==> config.mk <==
export PLATFORM = sky130hd
export DESIGN_NAME = halut_encoder_scheduler_flat
export DESIGN_NICKNAME = d
export VERILOG_FILES = /design/src/rtl/halut_encoder_scheduler_if.sv /design/src/rtl/halut_encoder_scheduler.sv /design/src/flat_wrapper.sv
export SDC_FILE = /design/constraint.sdc
export NUM_CORES = 1
export LEC_CHECK = 0
export CELL_PAD_IN_SITES_DETAIL_PLACEMENT = 1
export CELL_PAD_IN_SITES_GLOBAL_PLACEMENT = 1
export CORE_AREA = 2 2 85 128
export CTS_CLUSTER_SIZE = 20
export DETAILED_ROUTE_END_ITERATION = 16
export DIE_AREA = 0 0 87 130
export PLACE_DENSITY = 0.81
export SYNTH_ARGS = -nofsm -noshare
export SYNTH_HDL_FRONTEND = slang
export SYNTH_SLANG_ARGS = --single-unit
export TNS_END_PERCENT = 10
==> constraint.sdc <==
create_clock -name clk_i -period 4.5 [get_ports clk_i]
set_input_delay 0.675 -clock clk_i [delete_from_list [all_inputs] [get_ports clk_i]]
set_output_delay 0.675 -clock clk_i [all_outputs]
set_load 0.01 [all_outputs]
==> src/rtl/halut_encoder_scheduler_if.sv <==
// Threshold-write bus and input-row handshake between the layer controller and
// the HALUT encoder scheduler.
interface halut_encoder_scheduler_if #(
  parameter int unsigned GAddrWidth    = 9,
  parameter int unsigned DataTypeWidth = 16
);
  logic [GAddrWidth-1:0]    cfg_waddr_i;
  logic [DataTypeWidth-1:0] cfg_wdata_i;
  logic                     cfg_we_i;
  logic                     row_valid_i;
  logic                     row_ready_o;

  modport master (
    output cfg_waddr_i, cfg_wdata_i, cfg_we_i, row_valid_i,
    input  row_ready_o
  );

  modport slave (
    input  cfg_waddr_i, cfg_wdata_i, cfg_we_i, row_valid_i,
    output row_ready_o
  );
endinterface

==> src/rtl/halut_encoder_scheduler.sv <==
// Sequences the HALUT encoder bank: routes threshold writes in IDLE and drives the shared
// encoder enable per input row. Optional stall counter under HALUT_ENC_SCHED_PERF_CNT_EN.
module halut_encoder_scheduler #(
  parameter int unsigned K             = 16,
  parameter int unsigned C             = 32,
  parameter int unsigned DataTypeWidth = 16,
  parameter int unsigned EncUnits      = 4,
  parameter int unsigned RowCntWidth   = 16,
  localparam int unsigned TreeDepth          = $clog2(K),
  localparam int unsigned CPerEncUnit        = C / EncUnits,
  localparam int unsigned ThreshMemAddrWidth = $clog2(CPerEncUnit * K),
  localparam int unsigned GAddrWidth         = $clog2(C * K),
  localparam int unsigned GrpWidth           = $clog2(CPerEncUnit),
  localparam int unsigned LvlWidth           = $clog2(TreeDepth)
) (
  input  logic                          clk_i,
  input  logic                          rst_ni,
  halut_encoder_scheduler_if.slave      bus,
  output logic [ThreshMemAddrWidth-1:0] enc_waddr_o,
  output logic [DataTypeWidth-1:0]      enc_wdata_o,
  output logic [EncUnits-1:0]           enc_we_o,
  input  logic                          start_i,
  input  logic [RowCntWidth-1:0]        num_rows_i,
  output logic                          encoder_o,
  output logic [GrpWidth-1:0]           grp_o,
  output logic [LvlWidth-1:0]           level_o,
  output logic                          busy_o,
  output logic                          done_o,
  output logic                          cfg_err_o
`ifdef HALUT_ENC_SCHED_PERF_CNT_EN
  ,
  output logic [31:0]                   stall_cnt_o
`endif
);
  localparam int unsigned CbWidth = GAddrWidth - TreeDepth;

  typedef enum logic [1:0] {IDLE, WAIT_ROW, ENCODE, DRAIN} state_e;

  state_e                        state_q, state_d;
  logic [RowCntWidth-1:0]        num_rows_q, num_rows_d;
  logic [RowCntWidth-1:0]        rows_done_q, rows_done_d;
  logic [LvlWidth-1:0]           lvl_q, lvl_d;
  logic [GrpWidth-1:0]           grp_q, grp_d;
  logic                          done_q, done_d;
  logic                          err_q, err_d;
  logic [EncUnits-1:0]           we_q, we_d;
  logic [ThreshMemAddrWidth-1:0] waddr_q, waddr_d;
  logic [DataTypeWidth-1:0]      wdata_q, wdata_d;
`ifdef HALUT_ENC_SCHED_PERF_CNT_EN
  logic [31:0]                   stall_q, stall_d;
`endif

  logic [CbWidth-1:0]   cb;
  logic [TreeDepth-1:0] kidx;
  logic                 last_cyc, last_row, row_ready, encoder;

  // Codebook c selects encoder c mod EncUnits; its local row is c / EncUnits.
  assign cb       = bus.cfg_waddr_i[GAddrWidth-1:TreeDepth];
  assign kidx     = bus.cfg_waddr_i[TreeDepth-1:0];
  assign last_cyc = (lvl_q == LvlWidth'(TreeDepth - 1)) && (grp_q == GrpWidth'(CPerEncUnit - 1));
  assign last_row = (rows_done_q + RowCntWidth'(1)) == num_rows_q;

  always_comb begin
    state_d     = state_q;
    num_rows_d  = num_rows_q;
    rows_done_d = rows_done_q;
    lvl_d       = lvl_q;
    grp_d       = grp_q;
    done_d      = 1'b0;
    err_d       = err_q;
    we_d        = '0;
    waddr_d     = waddr_q;
    wdata_d     = wdata_q;
    row_ready   = 1'b0;
    encoder     = 1'b0;
`ifdef HALUT_ENC_SCHED_PERF_CNT_EN
    stall_d     = stall_q;
`endif

    if (bus.cfg_we_i) begin
      if (state_q == IDLE) begin
        we_d    = EncUnits'(1) << (cb % CbWidth'(EncUnits));
        waddr_d = {GrpWidth'(cb / CbWidth'(EncUnits)), kidx};
        wdata_d = bus.cfg_wdata_i;
      end else begin
        err_d = 1'b1;
      end
    end

    unique case (state_q)
      IDLE: begin
        if (start_i) begin
          num_rows_d  = num_rows_i;
          rows_done_d = '0;
          err_d       = 1'b0;
`ifdef HALUT_ENC_SCHED_PERF_CNT_EN
          stall_d     = '0;
`endif
          state_d     = (num_rows_i == '0) ? DRAIN : WAIT_ROW;
        end
      end
      WAIT_ROW: begin
        row_ready = 1'b1;
        if (bus.row_valid_i) begin
          state_d = ENCODE;
          lvl_d   = '0;
          grp_d   = '0;
        end
`ifdef HALUT_ENC_SCHED_PERF_CNT_EN
        else if (stall_q != '1) begin
          stall_d = stall_q + 32'd1;
        end
`endif
      end
      ENCODE: begin
        encoder = 1'b1;
        if (last_cyc) begin
          lvl_d       = '0;
          grp_d       = '0;
          rows_done_d = rows_done_q + RowCntWidth'(1);
          if (last_row) begin
            state_d = DRAIN;
          end else begin
            // Accepting the next row here keeps the encoders busy without a bubble.
            row_ready = 1'b1;
            if (!bus.row_valid_i) state_d = WAIT_ROW;
          end
        end else if (lvl_q == LvlWidth'(TreeDepth - 1)) begin
          lvl_d = '0;
          grp_d = grp_q + GrpWidth'(1);
        end else begin
          lvl_d = lvl_q + LvlWidth'(1);
        end
      end
      DRAIN: begin
        state_d = IDLE;
        done_d  = 1'b1;
      end
      default: state_d = IDLE;
    endcase
  end

  always_ff @(posedge clk_i or negedge rst_ni) begin
    if (!rst_ni) begin
      state_q     <= IDLE;
      num_rows_q  <= '0;
      rows_done_q <= '0;
      lvl_q       <= '0;
      grp_q       <= '0;
      done_q      <= 1'b0;
      err_q       <= 1'b0;
      we_q        <= '0;
      waddr_q     <= '0;
      wdata_q     <= '0;
`ifdef HALUT_ENC_SCHED_PERF_CNT_EN
      stall_q     <= '0;
`endif
    end else begin
      state_q     <= state_d;
      num_rows_q  <= num_rows_d;
      rows_done_q <= rows_done_d;
      lvl_q       <= lvl_d;
      grp_q       <= grp_d;
      done_q      <= done_d;
      err_q       <= err_d;
      we_q        <= we_d;
      waddr_q     <= waddr_d;
      wdata_q     <= wdata_d;
`ifdef HALUT_ENC_SCHED_PERF_CNT_EN
      stall_q     <= stall_d;
`endif
    end
  end

  assign bus.row_ready_o = row_ready;
  assign encoder_o       = encoder;
  assign level_o         = lvl_q;
  assign grp_o           = grp_q;
  assign busy_o          = (state_q != IDLE);
  assign done_o          = done_q;
  assign cfg_err_o       = err_q;
  assign enc_we_o        = we_q;
  assign enc_waddr_o     = waddr_q;
  assign enc_wdata_o     = wdata_q;
`ifdef HALUT_ENC_SCHED_PERF_CNT_EN
  assign stall_cnt_o     = stall_q;
`endif
endmodule

==> src/flat_wrapper.sv <==
// flat-port wrapper written by rule: the top's interface ports become plain ports
module halut_encoder_scheduler_flat 
#(
  parameter int unsigned K             = 16,
  parameter int unsigned C             = 32,
  parameter int unsigned DataTypeWidth = 16,
  parameter int unsigned EncUnits      = 4,
  parameter int unsigned RowCntWidth   = 16,
  localparam int unsigned TreeDepth          = $clog2(K),
  localparam int unsigned CPerEncUnit        = C / EncUnits,
  localparam int unsigned ThreshMemAddrWidth = $clog2(CPerEncUnit * K),
  localparam int unsigned GAddrWidth         = $clog2(C * K),
  localparam int unsigned GrpWidth           = $clog2(CPerEncUnit),
  localparam int unsigned LvlWidth           = $clog2(TreeDepth)
)
  (clk_i, rst_ni, enc_waddr_o, enc_wdata_o, enc_we_o, start_i, num_rows_i, encoder_o, grp_o, level_o, busy_o, done_o, cfg_err_o, bus_cfg_waddr_i, bus_cfg_wdata_i, bus_cfg_we_i, bus_row_valid_i, bus_row_ready_o);
  halut_encoder_scheduler_if #(.GAddrWidth(9), .DataTypeWidth(DataTypeWidth)) bus_i ();
  input  logic clk_i;
  input  logic rst_ni;
  output logic [ThreshMemAddrWidth-1:0] enc_waddr_o;
  output logic [DataTypeWidth-1:0] enc_wdata_o;
  output logic [EncUnits-1:0] enc_we_o;
  input  logic start_i;
  input  logic [RowCntWidth-1:0] num_rows_i;
  output logic encoder_o;
  output logic [GrpWidth-1:0] grp_o;
  output logic [LvlWidth-1:0] level_o;
  output logic busy_o;
  output logic done_o;
  output logic cfg_err_o;
  input wire logic [$bits(bus_i.cfg_waddr_i)-1:0] bus_cfg_waddr_i;
  input wire logic [$bits(bus_i.cfg_wdata_i)-1:0] bus_cfg_wdata_i;
  input wire logic [$bits(bus_i.cfg_we_i)-1:0] bus_cfg_we_i;
  input wire logic [$bits(bus_i.row_valid_i)-1:0] bus_row_valid_i;
  output wire logic [$bits(bus_i.row_ready_o)-1:0] bus_row_ready_o;
  assign bus_i.cfg_waddr_i = bus_cfg_waddr_i;
  assign bus_i.cfg_wdata_i = bus_cfg_wdata_i;
  assign bus_i.cfg_we_i = bus_cfg_we_i;
  assign bus_i.row_valid_i = bus_row_valid_i;
  assign bus_row_ready_o = bus_i.row_ready_o;
  halut_encoder_scheduler #(.K(K), .C(C), .DataTypeWidth(DataTypeWidth), .EncUnits(EncUnits), .RowCntWidth(RowCntWidth)) u_core (.clk_i(clk_i), .rst_ni(rst_ni), .bus(bus_i), .enc_waddr_o(enc_waddr_o), .enc_wdata_o(enc_wdata_o), .enc_we_o(enc_we_o), .start_i(start_i), .num_rows_i(num_rows_i), .encoder_o(encoder_o), .grp_o(grp_o), .level_o(level_o), .busy_o(busy_o), .done_o(done_o), .cfg_err_o(cfg_err_o));
endmodule
==> results.cfg <==
[timing]
setup_viol_count_final = 0
timing.setup.tns_ns = 0
worst_slew_margin_rel_pct = 19.2
rsz0062_at_grt = no
final.setup.worst_slack_ns = 0.512
skew_ns = 0.00431
worst_slew_pin_slew_ns = 1.21
max_freq_mhz = 251
fin_crit_sh_pct = 88.6
period_needed_ns = 3.99
hold_viol_final = 0
hold_slack_ns = 0.363
drv_slew = 0

[die]
start_util_pct = 34.0
die_x_um = 87
rows = 46
core-area_sq_um = 10300
dieArea_sq_um = 11300
ios = 83
die_h_um = 130

[min_path]
hp-class = in -> async

[route]
finalWirelength_um = 9560
drt_iter0_markers = 114
drc = 0
viasPerCell = 5.39
route.vias.total = 2756
avgRoutedWirePerCell_um = 18.7
drtPass1Iterations = 4
detail-route-antenna-nets = 0

[finish]
final_cell_mix = 81 x clkdlybuf4s50_1, 68 x dfrtp_1, 39 x mux2_2
layout.cells.non_filler = 511
design_area_sq_um = 4700
num-nets-final = 440
final_common_cell = clkdlybuf4s50_1
post-route-util_pct = 45.6
antenna_cells = 0
syn_to_final_growth_pct = 34.4
drive_above_1_share_pct = 17.4

[grt]
first_global_vias = 3106
grt_overflow = 0
grt_pass1_wl_um = 15900
gr-usage-all-layers_pct = 18.3
antenna_found_initial = 0
grt_max_degree = 42

[synth]
ys_types = 51
synthFlopType = dfrtp_1
synth_nets = 360
synth_top_area_share_pct = 48.6
synth_top_area_cell = dfrtp_1
synth_area_leaders = dfrtp_1 49%, mux2_2 13%, xnor2_1 4.0%
async_reset_ff_share_pct = 100
ys_warn_count = 0
synth_edf_count = 0
seq_area_frac_synth_pct = 48.6
avgSynthCellArea_sq_um = 11.4
ys_seq_elements = 68
syn_inst = 306
syn_area_sq_um = 3500

[power]
ir_drop_v = 0.000356
leakage_nw = 1.98
power_density_nw_per_um2 = 594
power.total_mw = 2.79

[worst_setup_path]
required_ns = 3.83
slowest_stage = clkdlybuf4s50_1
end_kind = output pin
worst-path-max-fanout = 6
worst_path_largest_cell_delay_ns = 0.48
start_kind = flip-flop
path_class = reg -> out
arrival_ns = 3.31
path_cells = ha_1 > and4_1 > nand3_2 > xnor2_1 > a2111oi_0 > nand4_1 > a41oi_1 > nor2b_1 > clkdlybuf4s50_1

[clock_network]
clk-insertion-delay-late_ns = 0.33
cts_setup_buffers = 0
clk_pin_slew_ns = 0.06
numCtsBuffers = 9
cts_tree = yes
cts_hold_buffers = 0
cts-resized-gates = 0
htree_num_levels = 3
cts_root_buf = clkbuf_16
cts_sinks = 68
cts_max_path_buffers = 2

[placement]
dp_cells = 495
dp_slack_ns = 0.913
postPlaceCellArea_sq_um = 4400
routabilityCongestion = 0.850
port_buffers = 82
dp_hpwl_um = 6910

[flow_run]
maxCapViolCount = 0

[run_status]
status = finished clean
## cell type report
| cell class | count | area [sq um] |
|---|---|---|
| Sequential cell | 68 | 1700 |
| Fill cell | 1074 | 5600 |
| Inverter | 9 | 33.8 |
| Multi-Input combinational cell | 214 | 1680 |
| Clock inverter | 4 | 47.5 |
| Clock buffer | 12 | 256 |
| Timing Repair Buffer | 84 | 831 |
| Tap cell | 120 | 150 |
## sequential cells by signal, indices dropped and copies added, names as in the netlist
register and count:
u_core.state_q 2, u_core.done_o 1, u_core.rows_done_q 16, u_core.enc_we_o 4
u_core.level_o 2, u_core.enc_wdata_o 16, u_core.num_rows_q 16, u_core.cfg_err_o 1
u_core.enc_waddr_o 7, u_core.grp_o 3
## per-layer routing
| metal | share of wire [%] | global-route usage (%) | vias to the layer above |
|---|---|---|---|
| met1 | 36 | 18.7 | 1393 |
| met4 | 3.4 | 9.28 | 0 |
| met5 | 0 | 0 | - |
| met3 | 4.4 | 5.31 | 20 |
| met2 | 56 | 33.3 | 71 |
| li1 | - | - | 1272 |
## cells in the mapped netlist (2+ instances only)
cell,number
and4_1,4
nand4_1,6
o41ai_1,4
buf_4,2
and2_1,2
buf_2,2
a32o_1,2
nor3b_1,4
o31ai_1,4
nand4_4,2
nor4_1,5
nor4_4,2
nand2b_1,4
a22o_1,4
a31oi_1,2
nand3_1,8
o22ai_1,2
inv_1,9
ha_1,8
xnor2_1,16
dfrtp_1,68
nand3_2,2
clkbuf_1,9
o21ai_0,23
mux2_2,39
nand2_1,18
mux2i_1,4
a21oi_1,4
nor2_1,17
xor2_1,8
buf_6,2
## report_power, final
group | internal, mW | switching, mW | leakage [nW]
combinational | 0.617 | 0.479 | 0.980
clock | 0.457 | 0.263 | 0.149
sequential | 0.828 | 0.149 | 0.853
total | 1.90 | 0.891 | 1.98
## final timing paths
check / start / cells past startpoint / slack (ns) / endpoint
setup / recovery: u_core.rows_done_q[0] / 9 / 0.51 / bus_row_ready_o
hold / removal: rst_ni / 1 / 0.36 / u_core.num_rows_q[6]
setup reg to reg: u_core.rows_done_q[0] / 8 / 1.77 / u_core.state_q[1]
hold reg to reg: u_core.enc_waddr_o[5] / 1 / 0.50 / u_core.enc_waddr_o[5]
max in group asynchronous: rst_ni / 2 / 3.15 / u_core.rows_done_q[8]
min in group clk_i: u_core.enc_waddr_o[5] / 1 / 0.50 / u_core.enc_waddr_o[5]
## critical path: cells and delay by family (launching register included)
| family | cells | cell delay [ns] |
|---|---|---|
| DFF | 1 | 0.44 |
| buffers and inverters | 1 | 0.48 |
| xor gates and xnor gates | 1 | 0.15 |
| AOI/OAI and AO/OA | 2 | 0.68 |
| adders and majority gates | 1 | 0.35 |
| and+or+nand+nor | 4 | 0.86 |
## logic make-up after synthesis
logic type / count (synthesis) / synth area share, %
mux: 43 / 13.7
buf+inv: 24 / 3.29
simple gates: 82 / 14.5
xor+xnor: 24 / 6.01
flops: 68 / 48.6
compound gates: 57 / 11.0
fa+ha+maj: 8 / 2.86
Note: power is estimated with default switching activity, not from simulation.
